$ cat src/rtl/aug_sched_pkg.sv
// aug_sched_pkg: shared types and helpers for the augmentation pipeline scheduler.
package aug_sched_pkg;
  typedef enum logic [1:0] {IDLE, KERNEL, RUN, DONE} state_t;
  localparam int MAX_IMAGES = 255;
  localparam int IDX_W = $clog2(MAX_IMAGES + 1);
  function automatic logic [15:0] half_base(input logic lsb, input logic [15:0] b1, input logic [15:0] b2);
    return lsb ? b2 : b1;
  endfunction
  function automatic logic [31:0] sat_inc(input logic [31:0] x);
    return &x ? x : x + 32'd1;
  endfunction
endpackage

$ cat src/rtl/aug_stage_tracker.sv
// aug_stage_tracker: busy flag, issue/done counters, start pulse and err for one stage engine.
module aug_stage_tracker import aug_sched_pkg::*; #(
  parameter int NUM_IMAGES = 8
) (
  input  logic             clk,
  input  logic             reset,
  input  logic             i_run,
  input  logic             i_clr,
  input  logic             i_can,
  input  logic             i_done,
  output logic             o_fire,
  output logic             o_start,
  output logic             o_err,
  output logic [IDX_W-1:0] o_iss,
  output logic [IDX_W-1:0] o_cnt
);
  logic r_busy, r_start, r_err;
  logic [IDX_W-1:0] r_iss, r_cnt;
  // A done in this cycle frees the engine, so the next image can start on the following cycle.
  assign o_fire  = i_run & (~r_busy | i_done) & i_can & (r_iss < IDX_W'(NUM_IMAGES));
  assign o_start = r_start;
  assign o_err   = r_err;
  assign o_iss   = r_iss;
  assign o_cnt   = r_cnt;
  always_ff @(posedge clk) begin
    if (reset) begin
      r_busy  <= 1'b0;
      r_start <= 1'b0;
      r_err   <= 1'b0;
      r_iss   <= '0;
      r_cnt   <= '0;
    end else begin
      r_start <= o_fire;
      r_busy  <= o_fire | (r_busy & ~i_done);
      r_err   <= r_err | (i_done & ~r_busy);
      r_iss   <= i_clr ? '0 : r_iss + IDX_W'(o_fire);
      r_cnt   <= i_clr ? '0 : r_cnt + IDX_W'(i_done & r_busy);
    end
  end
endmodule

$ cat src/rtl/aug_pipeline_scheduler.sv
// aug_pipeline_scheduler: batch controller for kernel load and LOAD/BLUR/ROT with ping-pong halves.
// Optional perf counters enabled by defining AUG_SCHED_PERF_EN.
module aug_pipeline_scheduler import aug_sched_pkg::*; #(
  parameter int                      NUM_IMAGES      = 8,
  parameter int                      NUM_PIXELS      = 784,
  parameter int                      ADDR_WIDTH_PS   = 32,
  parameter int                      ADDR_WIDTH_INT  = 11,
  parameter logic [ADDR_WIDTH_INT-1:0] BRAM_INT_BASE1 = 11'h000,
  parameter logic [ADDR_WIDTH_INT-1:0] BRAM_INT_BASE2 = 11'h310,
  parameter logic [ADDR_WIDTH_PS-1:0]  IMAGE_BASE_ADDR = 32'h0000_0024,
  parameter logic [ADDR_WIDTH_PS-1:0]  OUT_BASE_ADDR   = 32'h0000_0000
) (
  input  logic                      clk,
  input  logic                      reset,
  input  logic                      start,
  input  logic                      read_kernel,
  output logic                      kernel_start,
  input  logic                      kernel_done,
  output logic                      load_start,
  output logic [ADDR_WIDTH_PS-1:0]  load_src_addr,
  output logic [ADDR_WIDTH_INT-1:0] load_dst_base,
  input  logic                      load_done,
  output logic                      blur_start,
  output logic [ADDR_WIDTH_INT-1:0] blur_src_base,
  output logic [ADDR_WIDTH_INT-1:0] blur_dst_base,
  input  logic                      blur_done,
  output logic                      rot_start,
  output logic [ADDR_WIDTH_INT-1:0] rot_src_base,
  output logic [ADDR_WIDTH_PS-1:0]  rot_dst_addr,
  input  logic                      rot_done,
  output logic                      busy,
  output logic                      batch_done,
  output logic                      err
`ifdef AUG_SCHED_PERF_EN
  ,
  output logic [31:0]               perf_cycles,
  output logic [31:0]               perf_blur_stall
`endif
);
  localparam logic [15:0] B1 = 16'(BRAM_INT_BASE1);
  localparam logic [15:0] B2 = 16'(BRAM_INT_BASE2);
  state_t r_state;
  logic r_start_q, r_rk_q, r_kvalid, r_pend, r_err_k;
  logic [ADDR_WIDTH_PS-1:0] r_ld_off, r_rt_off;
  logic w_st_edge, w_rk_edge, w_run, w_clr, w_done_now;
  logic w_ld_fire, w_bl_fire, w_rt_fire, w_ld_can, w_bl_can, w_rt_can;
  logic w_ld_err, w_bl_err, w_rt_err;
  logic [IDX_W-1:0] w_ld_iss, w_ld_cnt, w_bl_iss, w_bl_cnt, w_rt_iss, w_rt_cnt;
  logic [ADDR_WIDTH_INT-1:0] w_ld_half, w_bl_half, w_rt_half;
  assign w_st_edge  = start & ~r_start_q;
  assign w_rk_edge  = read_kernel & ~r_rk_q;
  assign w_run      = r_state == RUN;
  assign w_clr      = r_state == DONE;
  assign w_done_now = w_run & (w_rt_cnt == IDX_W'(NUM_IMAGES));
  // A target half is free once the image two slots back has left it.
  assign w_ld_can   = {1'b0, w_ld_iss} < {1'b0, w_bl_cnt} + (IDX_W + 1)'(2);
  assign w_bl_can   = (w_bl_iss < w_ld_cnt) & ({1'b0, w_bl_iss} < {1'b0, w_rt_cnt} + (IDX_W + 1)'(2));
  assign w_rt_can   = w_rt_iss < w_bl_cnt;
  assign w_ld_half  = ADDR_WIDTH_INT'(half_base(w_ld_iss[0], B1, B2));
  assign w_bl_half  = ADDR_WIDTH_INT'(half_base(w_bl_iss[0], B1, B2));
  assign w_rt_half  = ADDR_WIDTH_INT'(half_base(w_rt_iss[0], B1, B2));
  assign busy       = r_state != IDLE;
  assign err        = r_err_k | w_ld_err | w_bl_err | w_rt_err;
  aug_stage_tracker #(.NUM_IMAGES(NUM_IMAGES)) u_ld (
    .clk(clk), .reset(reset), .i_run(w_run), .i_clr(w_clr), .i_can(w_ld_can), .i_done(load_done),
    .o_fire(w_ld_fire), .o_start(load_start), .o_err(w_ld_err), .o_iss(w_ld_iss), .o_cnt(w_ld_cnt));
  aug_stage_tracker #(.NUM_IMAGES(NUM_IMAGES)) u_bl (
    .clk(clk), .reset(reset), .i_run(w_run), .i_clr(w_clr), .i_can(w_bl_can), .i_done(blur_done),
    .o_fire(w_bl_fire), .o_start(blur_start), .o_err(w_bl_err), .o_iss(w_bl_iss), .o_cnt(w_bl_cnt));
  aug_stage_tracker #(.NUM_IMAGES(NUM_IMAGES)) u_rt (
    .clk(clk), .reset(reset), .i_run(w_run), .i_clr(w_clr), .i_can(w_rt_can), .i_done(rot_done),
    .o_fire(w_rt_fire), .o_start(rot_start), .o_err(w_rt_err), .o_iss(w_rt_iss), .o_cnt(w_rt_cnt));
  always_ff @(posedge clk) begin
    if (reset) begin
      r_state       <= IDLE;
      r_start_q     <= 1'b0;
      r_rk_q        <= 1'b0;
      r_kvalid      <= 1'b0;
      r_pend        <= 1'b0;
      r_err_k       <= 1'b0;
      r_ld_off      <= '0;
      r_rt_off      <= '0;
      kernel_start  <= 1'b0;
      batch_done    <= 1'b0;
      load_src_addr <= '0;
      load_dst_base <= '0;
      blur_src_base <= '0;
      blur_dst_base <= '0;
      rot_src_base  <= '0;
      rot_dst_addr  <= '0;
    end else begin
      r_start_q    <= start;
      r_rk_q       <= read_kernel;
      kernel_start <= 1'b0;
      batch_done   <= 1'b0;
      r_err_k      <= r_err_k | (kernel_done & (r_state != KERNEL));
      if (w_ld_fire) begin
        load_src_addr <= IMAGE_BASE_ADDR + r_ld_off;
        r_ld_off      <= r_ld_off + ADDR_WIDTH_PS'(NUM_PIXELS);
        load_dst_base <= w_ld_half;
      end
      if (w_bl_fire) begin
        blur_src_base <= w_bl_half;
        blur_dst_base <= w_bl_half;
      end
      if (w_rt_fire) begin
        rot_src_base <= w_rt_half;
        rot_dst_addr <= OUT_BASE_ADDR + r_rt_off;
        r_rt_off     <= r_rt_off + ADDR_WIDTH_PS'(NUM_PIXELS);
      end
      case (r_state)
        IDLE: if (w_rk_edge | w_st_edge) begin
          r_state      <= (w_rk_edge | ~r_kvalid) ? KERNEL : RUN;
          kernel_start <= w_rk_edge | ~r_kvalid;
          r_pend       <= w_st_edge;
        end
        KERNEL: if (kernel_done) begin
          r_kvalid <= 1'b1;
          r_state  <= r_pend ? RUN : IDLE;
        end
        RUN: if (w_done_now) begin
          r_state    <= DONE;
          batch_done <= 1'b1;
        end
        DONE: begin
          r_state  <= IDLE;
          r_ld_off <= '0;
          r_rt_off <= '0;
        end
        default: r_state <= IDLE;
      endcase
    end
  end
`ifdef AUG_SCHED_PERF_EN
  logic [31:0] r_pc, r_bs;
  logic w_stall;
  // Blur is idle exactly when every issued image has completed.
  assign w_stall = w_run & (w_bl_iss == w_bl_cnt) & ~w_bl_fire;
  always_ff @(posedge clk) begin
    if (reset) begin
      r_pc            <= '0;
      r_bs            <= '0;
      perf_cycles     <= '0;
      perf_blur_stall <= '0;
    end else if (w_done_now) begin
      perf_cycles     <= sat_inc(r_pc);
      perf_blur_stall <= w_stall ? sat_inc(r_bs) : r_bs;
      r_pc            <= '0;
      r_bs            <= '0;
    end else if (w_run) begin
      r_pc <= sat_inc(r_pc);
      r_bs <= w_stall ? sat_inc(r_bs) : r_bs;
    end
  end
`endif
endmodule

$ cat config.mk
export PLATFORM = sky130hd
export DESIGN_NAME = aug_pipeline_scheduler
export DESIGN_NICKNAME = d
export VERILOG_FILES = /design/src/rtl/aug_sched_pkg.sv /design/src/rtl/aug_stage_tracker.sv /design/src/rtl/aug_pipeline_scheduler.sv
export SDC_FILE = /design/constraint.sdc
export NUM_CORES = 1
export LEC_CHECK = 0
export ABC_AREA = 1
export BUFFER_PORTS_ARGS = -buffer_cell sky130_fd_sc_hd__buf_2
export CORE_MARGIN = 5
export CORE_UTILIZATION = 60
export CTS_BUF_LIST = sky130_fd_sc_hd__clkbuf_8
export DETAILED_ROUTE_END_ITERATION = 6
export HOLD_SLACK_MARGIN = 0.05
export PLACE_DENSITY_LB_ADDON = 0.25
export SYNTH_ARGS = -nofsm -noshare
export SYNTH_HDL_FRONTEND = slang
export SYNTH_SLANG_ARGS = --single-unit
$ cat constraint.sdc
create_clock -name clk -period 4.3 [get_ports clk]
set_input_delay 1.075 -clock clk [delete_from_list [all_inputs] [get_ports clk]]
set_output_delay 1.075 -clock clk [all_outputs]
set_load 0.02 [all_outputs]
==> results of run 1 <==
## metrics by stage
| step | cells | instance area (um2) | power (mW) | util | hold slack [ns] |
|---|---|---|---|---|---|
| final | 1778 | 10800 | 3.23 | 0.653 | 0.459 |
| after global routing | 1778 | 10800 | 3.37 | 0.653 | 0.487 |
| after CTS | 1778 | 10800 | 3.26 | 0.653 | 0.461 |
| after detailed placement | 1746 | 10400 | 2.05 | 0.628 | 0.447 |
| after global placement | 1746 | 10400 | 2.04 | 0.628 | 0.443 |
| after floorplan | 1532 | 10200 | 2.01 | - | 0.435 |
## flip-flops by register name (all words and copies together), names as in the netlist, 2 cells and up
name	cells
u_ld.o_cnt	8
load_src_addr	29
rot_dst_addr	28
r_rt_off	28
u_rt.o_iss	8
r_state	2
r_ld_off	28
u_rt.o_cnt	8
u_bl.o_cnt	8
u_bl.o_iss	8
u_ld.o_iss	8
## power by group through the flow
| stage | Sequential (mW) | Combinational (mW) | Clock [mW] |
|---|---|---|---|
| 6_report | 1.73 | 0.272 | 1.23 |
| 5_1_grt | 1.74 | 0.302 | 1.33 |
| 4_1_cts | 1.73 | 0.273 | 1.25 |
| 3_5_place_dp | 1.77 | 0.271 | 0 |
| 3_3_place_gp | 1.77 | 0.269 | 0 |
| 2_1_floorplan | 1.78 | 0.236 | 0 |
## metal layers
layer,routed length [um],part of all wire,vias to the layer above
li1,-,-,4728
met1,11000,0.48,4085
met2,10300,0.45,227
met3,1240,0.054,26
met4,233,0.010,0
met5,0,0,-
## cell type report
type	instances	share of cell area
timing repair buffer	90	0.0434
tap	220	0.0255
clock buffer	19	0.0242
multi-input combinational	1089	0.498
clock inverter	13	0.0142
inverter	165	0.0574
sequential	182	0.338
## worst max-delay path: stages (launching register included)
cell	delay, ns
dfxtp_1	0.42
ha_1	0.24
nand3_1	0.13
nor2_1	0.14
nand2_1	0.08
xor2_1	0.14
ha_1	0.27
nand2_1	0.08
nor2_1	0.05
nand2_1	0.13
nand3_2	0.71
buf_4	0.47
nand2_1	0.08
a21oi_1	0.06
## path summary, 6_finish.rpt
| check | cells past startpoint | end | startpoint | slack [ns] |
|---|---|---|---|---|
| hold reg to reg | 2 | r_kvalid$_SDFFE_PP0P_ | r_kvalid$_SDFFE_PP0P_ | 0.46 |
| setup reg to reg | 13 | load_src_addr[29]$_SDFFE_PP0P_ | u_bl.o_cnt[2]$_SDFF_PP0_ | 1.13 |
| setup / recovery | 13 | load_src_addr[29]$_SDFFE_PP0P_ | u_bl.o_cnt[2]$_SDFF_PP0_ | 1.13 |
| hold / removal | 2 | r_kvalid$_SDFFE_PP0P_ | r_kvalid$_SDFFE_PP0P_ | 0.46 |
## cells by family (layout without fill, tap and decap cells)
group	Yosys count	in the layout	synth area share
buffers and inverters	261	287	0.120
xor gates and xnor gates	64	64	0.0557
other	1	39	0.000372
AOI/OAI and AO/OA	194	194	0.0995
adders and majority gates	45	45	0.0559
DFF	182	182	0.362
and+or+nand+nor	747	747	0.307
## cells in the final DEF, fill, tap and decap left out, drive strengths merged
cell	netlist	routed
a211oi	1	1
a21oi	150	150
a311oi	1	1
a31oi	5	5
and2	1	1
and3	1	1
buf	61	90
bufinv	0	3
clkbuf	35	19
clkinv	0	5
clkinvlp	0	1
conb	1	39
dfxtp	182	182
ha	45	45
inv	165	169
nand2	452	452
nand3	70	70
nand3b	6	6
nand4	14	14
nor2	156	156
nor3	31	31
nor3b	7	7
nor4	5	5
o211ai	1	1
o21a	5	5
o21ai	29	29
o21bai	1	1
o22ai	1	1
or2	4	4
xnor2	8	8
xor2	56	56
==> flow_summary_export.csv, run 1 <==
group,metric,value,unit
run_status,status,"finished clean",
cts,path_clk_slew,0.10,ns
worst_setup_path,critical_path_arrival,3.51,ns
power_and_ir_drop,power_leakage,4.63,nW
logic_synthesis,avgSynthCellArea,6.74,um2
sta,period_needed,3.17,ns
layout,multiInputGateArea,5370,um2
sta,layout_setup_ws,1.13,ns
sta,rsz0062_at_grt,"no",
placed_design,place_hpwl,16.3,mm
layout,n_antenna_cell,0,
layout,nNetsFinal,1598,
logic_synthesis,synth_flop_cell,"dfxtp_1",
detailed_routing,viasPerCell,5.10,
floorplan,die_area,19500,um2
grt,grt_busiest_layer,"met2",
detailed_routing,dr.first_iter.drc_count,632,
placed_design,gp_congestion,0.902,
sta,fmax,315,MHz
worst_setup_path,worstSetupPathType,"flop to flop",
cts,cts_tree,"built",
floorplan,ios,123,
detailed_routing,ant_nets,0,
logic_synthesis,yosysTopAreaCell,"dfxtp_1",
detailed_routing,wl_per_cell,12.8,um
logic_synthesis,synth_edf_count,0,
sta,slew_headroom,0.384,
floorplan,die_h,140,um
logic_synthesis,netlist_top_cells_count,"nand2_1 (451), dfxtp_1 (182), inv_1 (162)",
floorplan,chipWidth,140,um
layout,drive_above_1_share,0.0860,
power_and_ir_drop,combPwrFrac,0.084,
cts,clock_latency,0.48,ns
cts,cts_made_buffers,17,
layout,seq_area,3640,um2
logic_synthesis,ys_types,41,
power_and_ir_drop,p_int,2.38,mW
cts,clockBufferDepth,2,
grt,grt_pass1_wl,39.0,mm
worst_setup_path,crit_fanout,42,
grt,met2_usage,0.383,
logic_synthesis,ys_seq_area_frac,0.362,
flow_run,maxCapViolCount,0,
sta,hold_viol,0,
power_and_ir_drop,powerDensity,300,nW/um2
layout,fillers,1533,
worst_setup_path,startpoint_type,"flop",
grt,grt.met1_usage,0.324,
power_and_ir_drop,power_switching,0.854,mW
logic_synthesis,yosys_warnings,0,
sta,worst_pin_slew,0.924,ns
sta,slew_viol_final,0,
floorplan,start_util,0.609,
grt,grt_max_degree,72,
power_and_ir_drop,vdd_ir_drop_max,0.201,mV
logic_synthesis,synth_area,10100,um2
power_and_ir_drop,clock_power_share,0.379,
cts,cts-root-buf,"clkbuf_8",
sta,post-route-period-util,0.737,
cts,postCtsSetupBuffers,0,
sta,final.setup.tns,0,ns
detailed_routing,finalWirelength,22.8,mm
logic_synthesis,synth-seq-cells,182,
sta,finalSetupViolations,0,
logic_synthesis,syn_inst,1494,
grt,met3_usage,0.0477,
grt,antenna_found_initial,0,
cts,clkSinkCount,182,
cts,ctsResizeCount,0,
placed_design,dp_slack,1.12,ns
floorplan,rows,47,
detailed_routing,drc,0,
detailed_routing,vias,9066,
layout,area_growth,7.13,%
logic_synthesis,synth_top_area_frac,0.362,
power_and_ir_drop,p_seq_frac,0.536,
worst_setup_path,endpoint_kind,"flop",
logic_synthesis,synth.most_common_cell,"nand2_1",
grt,grt_pass1_vias,8388,
power_and_ir_drop,sw_frac_of_total,0.264,
grt,grtUsageTotal,0.236,
sta,clock_skew,0.0135,ns
cts,htreeDepth,4,
floorplan,coreArea,16500,um2
grt,overflow,0,
worst_setup_path,cp.required,4.64,ns
detailed_routing,dr.pass1.iters,5,
logic_synthesis,synth_top_cells_by_area,"dfxtp_1 (36%), nand2_1 (17%), a21oi_1 (7.5%)",
min_path,hold_path_class,"flop to flop",
placed_design,port_buffers,83,
cts,ctsHoldBuffers,0,
logic_synthesis,synthArstFlopShare,0,
(Power assumes the default switching activity.)
==> run 2, diff against run 1 <==
- clock period: 4.3 -> 3.01 ns (I/O delays scaled with it)
==> run 2 against run 1 <==
  * Clock skew decreased by 0.0015 ns
  * Critical endpoint is now u_ld.o_iss[6]$_SDFF_PP0_
  * Sequential power increased by 43%
  * Largest cell class unchanged
  * Core utilization about the same
  * Cell count increased by 0.11%
  * Final area about the same
  * Die area unchanged
  * Critical path depth increased by 4
  * Highest routed layer unchanged
  * Setup slack got worse by 0.89 ns
==> flow_summary_export.csv, run 2 (same netlist as run 1, synthesis figures left out) <==
group,metric,value,unit
detailed_routing,dr.pass1.iters,5,
worst_setup_path,startpoint_type,"flop",
power_and_ir_drop,sw_frac_of_total,0.278,
detailed_routing,dr.first_iter.drc_count,626,
cts,clockBufferDepth,2,
layout,area_growth,7.17,%
sta,clock_skew,0.0121,ns
detailed_routing,finalWirelength,22.7,mm
layout,final_cell_mix,"nand2_1 (451), dfxtp_1 (179), inv_1 (162)",
layout,drive_above_1_share,0.0923,
sta,period_needed,2.78,ns
power_and_ir_drop,powerDensity,417,nW/um2
worst_setup_path,worstReg2RegEnd,"u_ld.o_iss[6]$_SDFF_PP0_",
worst_setup_path,critical_path_arrival,3.12,ns
placed_design,placed_area,10400,um2
floorplan,rows,47,
floorplan,start_util,0.609,
sta,rsz0062_at_grt,"yes",
power_and_ir_drop,vdd_ir_drop_max,0.285,mV
floorplan,ios,123,
layout,largest_register_ffs,29,
detailed_routing,ant_nets,0,
placed_design,dp_slack,0.142,ns
sta,finalSetupViolations,0,
placed_design,gp_congestion,0.943,
layout,stdcell_area,10800,um2
detailed_routing,drc,0,
cts,cts_made_buffers,17,
min_path,worstHoldPathCells,2,
cts,cts-root-buf,"clkbuf_8",
sta,worst_pin_slew,0.767,ns
layout,nNetsFinal,1600,
detailed_routing,wl_per_cell,12.8,um
sta,hold_viol,0,
layout,fillers,1500,
power_and_ir_drop,p_int,3.24,mW
worst_setup_path,worstSetupPathType,"flop to flop",
sta,layout_setup_ws,0.235,ns
sta,slew_viol_final,0,
power_and_ir_drop,power_leakage,4.61,nW
floorplan,coreArea,16500,um2
min_path,hold_path_class,"flop to flop",
grt,antenna_found_initial,0,
worst_setup_path,crit_fanout,9,
floorplan,die_area,19500,um2
worst_setup_path,ff2ff_setup_slack,0.23,ns
layout,n_antenna_cell,0,
flow_run,maxCapViolCount,0,
grt,grt_max_degree,72,
cts,cts_tree,"built",
floorplan,die_h,140,um
layout,regMostFlops,"load_src_addr",
placed_design,port_buffers,83,
cts,htreeDepth,4,
sta,fmax,360,MHz
floorplan,chipWidth,140,um
sta,final.setup.tns,0,ns
cts,clkSinkCount,182,
min_path,worst_hold_startpoint,"r_kvalid$_SDFFE_PP0P_",
sta,post-route-period-util,0.922,
layout,final_common_cell,"nand2_1",
detailed_routing,viasPerCell,5.14,
power_and_ir_drop,p_seq_frac,0.551,
min_path,holdPathEnd,"r_kvalid$_SDFFE_PP0P_",
power_and_ir_drop,clock_power_share,0.362,
power_and_ir_drop,power_switching,1.25,mW
placed_design,place_hpwl,16.2,mm
grt,grt_pass1_wl,38.4,mm
grt,overflow,0,
grt,grtUsageTotal,0.231,
run_status,status,"finished clean",
worst_setup_path,endpoint_kind,"flop",
cts,path_clk_slew,0.09,ns
grt,grt_pass1_vias,8325,
power_and_ir_drop,total_power,4.50,mW
power_and_ir_drop,combPwrFrac,0.087,
worst_setup_path,reg2reg_depth,17,
worst_setup_path,cp.required,3.35,ns
detailed_routing,vias,9156,
cts,clock_latency,0.47,ns
worst_setup_path,r2r-start,"u_bl.o_cnt[2]$_SDFF_PP0_",
layout,final_core_util,0.653,
sta,slew_headroom,0.489,
==> run 2: cell types whose count changed in the layout (fill, tap and decap cells not counted), moves of 2 or more <==
cell and change:
buf_4 +2, bufinv_16 -2, clkinv_2 -2, clkinv_4 +6
dfxtp_1 -3, dfxtp_2 +3, nor3_1 -2, nor3_2 +2
==> run 2: how the worst max path moves through the flow <==
stage,start,endpoint,slack [ns],cells past startpoint
after floorplan,u_bl.o_cnt[2]$_SDFF_PP0_,u_ld.o_iss[6]$_SDFF_PP0_,0.18,18
after global placement,u_bl.o_cnt[2]$_SDFF_PP0_,u_ld.o_iss[6]$_SDFF_PP0_,0.26,17
after detailed placement,u_bl.o_cnt[2]$_SDFF_PP0_,u_ld.o_iss[6]$_SDFF_PP0_,0.14,17
after CTS,u_bl.o_cnt[2]$_SDFF_PP0_,u_ld.o_iss[6]$_SDFF_PP0_,0.12,17
after global routing,u_bl.o_cnt[1]$_SDFF_PP0_,u_ld.o_iss[6]$_SDFF_PP0_,-0.05,17
final,u_bl.o_cnt[2]$_SDFF_PP0_,u_ld.o_iss[6]$_SDFF_PP0_,0.23,17
==> run 2: power by group through the flow <==
stage | Sequential, mW | Combinational [mW] | Clock, mW
after floorplan | 2.54 | 0.338 | 0
after global placement | 2.53 | 0.388 | 0
after detailed placement | 2.53 | 0.393 | 0
after CTS | 2.48 | 0.395 | 1.66
after global routing | 2.48 | 0.435 | 1.76
final | 2.48 | 0.392 | 1.63
==> run 2: metrics by stage <==
stage / hold slack [ns] / std cells
2_1_floorplan: 0.435 / 1532
3_3_place_gp: 0.445 / 1748
3_5_place_dp: 0.452 / 1748
4_1_cts: 0.467 / 1780
5_1_grt: 0.487 / 1780
6_report: 0.463 / 1780
==> run 2: metal layers <==
metal / global-route usage / vias to the layer above / part of all wire
met3: 0.0487 / 26 / 0.059
met4: 0.0515 / 0 / 0.012
li1: - / 4737 / -
met1: 0.317 / 4131 / 0.47
met5: 0 / - / 0
met2: 0.379 / 262 / 0.46
==> run 2: worst max-delay path, stage by stage (launching register included) <==
cell and delay, ns:
dfxtp_2 0.39, ha_2 0.21, nand3_1 0.13, nor2_2 0.13
nand2_1 0.07, xor2_1 0.14, ha_1 0.27, nand2_1 0.08
nor2_1 0.06, nor2_4 0.12, nand2_4 0.12, nor2_8 0.10
ha_1 0.16, ha_1 0.16, nand2_1 0.10, nor3_2 0.19
xor2_1 0.15, nor2_1 0.05
==> run 2: area by class of cell <==
| class | instances | area [um2] | area share |
|---|---|---|---|
| clock inverter | 13 | 123 | 0.0114 |
| timing repair buffer | 92 | 483 | 0.0448 |
| clock buffer | 19 | 262 | 0.0242 |
| sequential | 182 | 3650 | 0.338 |
| inverter | 165 | 619 | 0.0574 |
| multi-input combinational | 1089 | 5380 | 0.499 |
| tap | 220 | 275 | 0.0255 |
==> run 2: repair_timing <==
action / CTS / global route
endpoints found under the hold margin: 0 / 0
endpoints found under the setup margin: 0 / 27
resized for setup: 0 / 7
hold buffers: 0 / 0
buffers inserted: 0 / 0
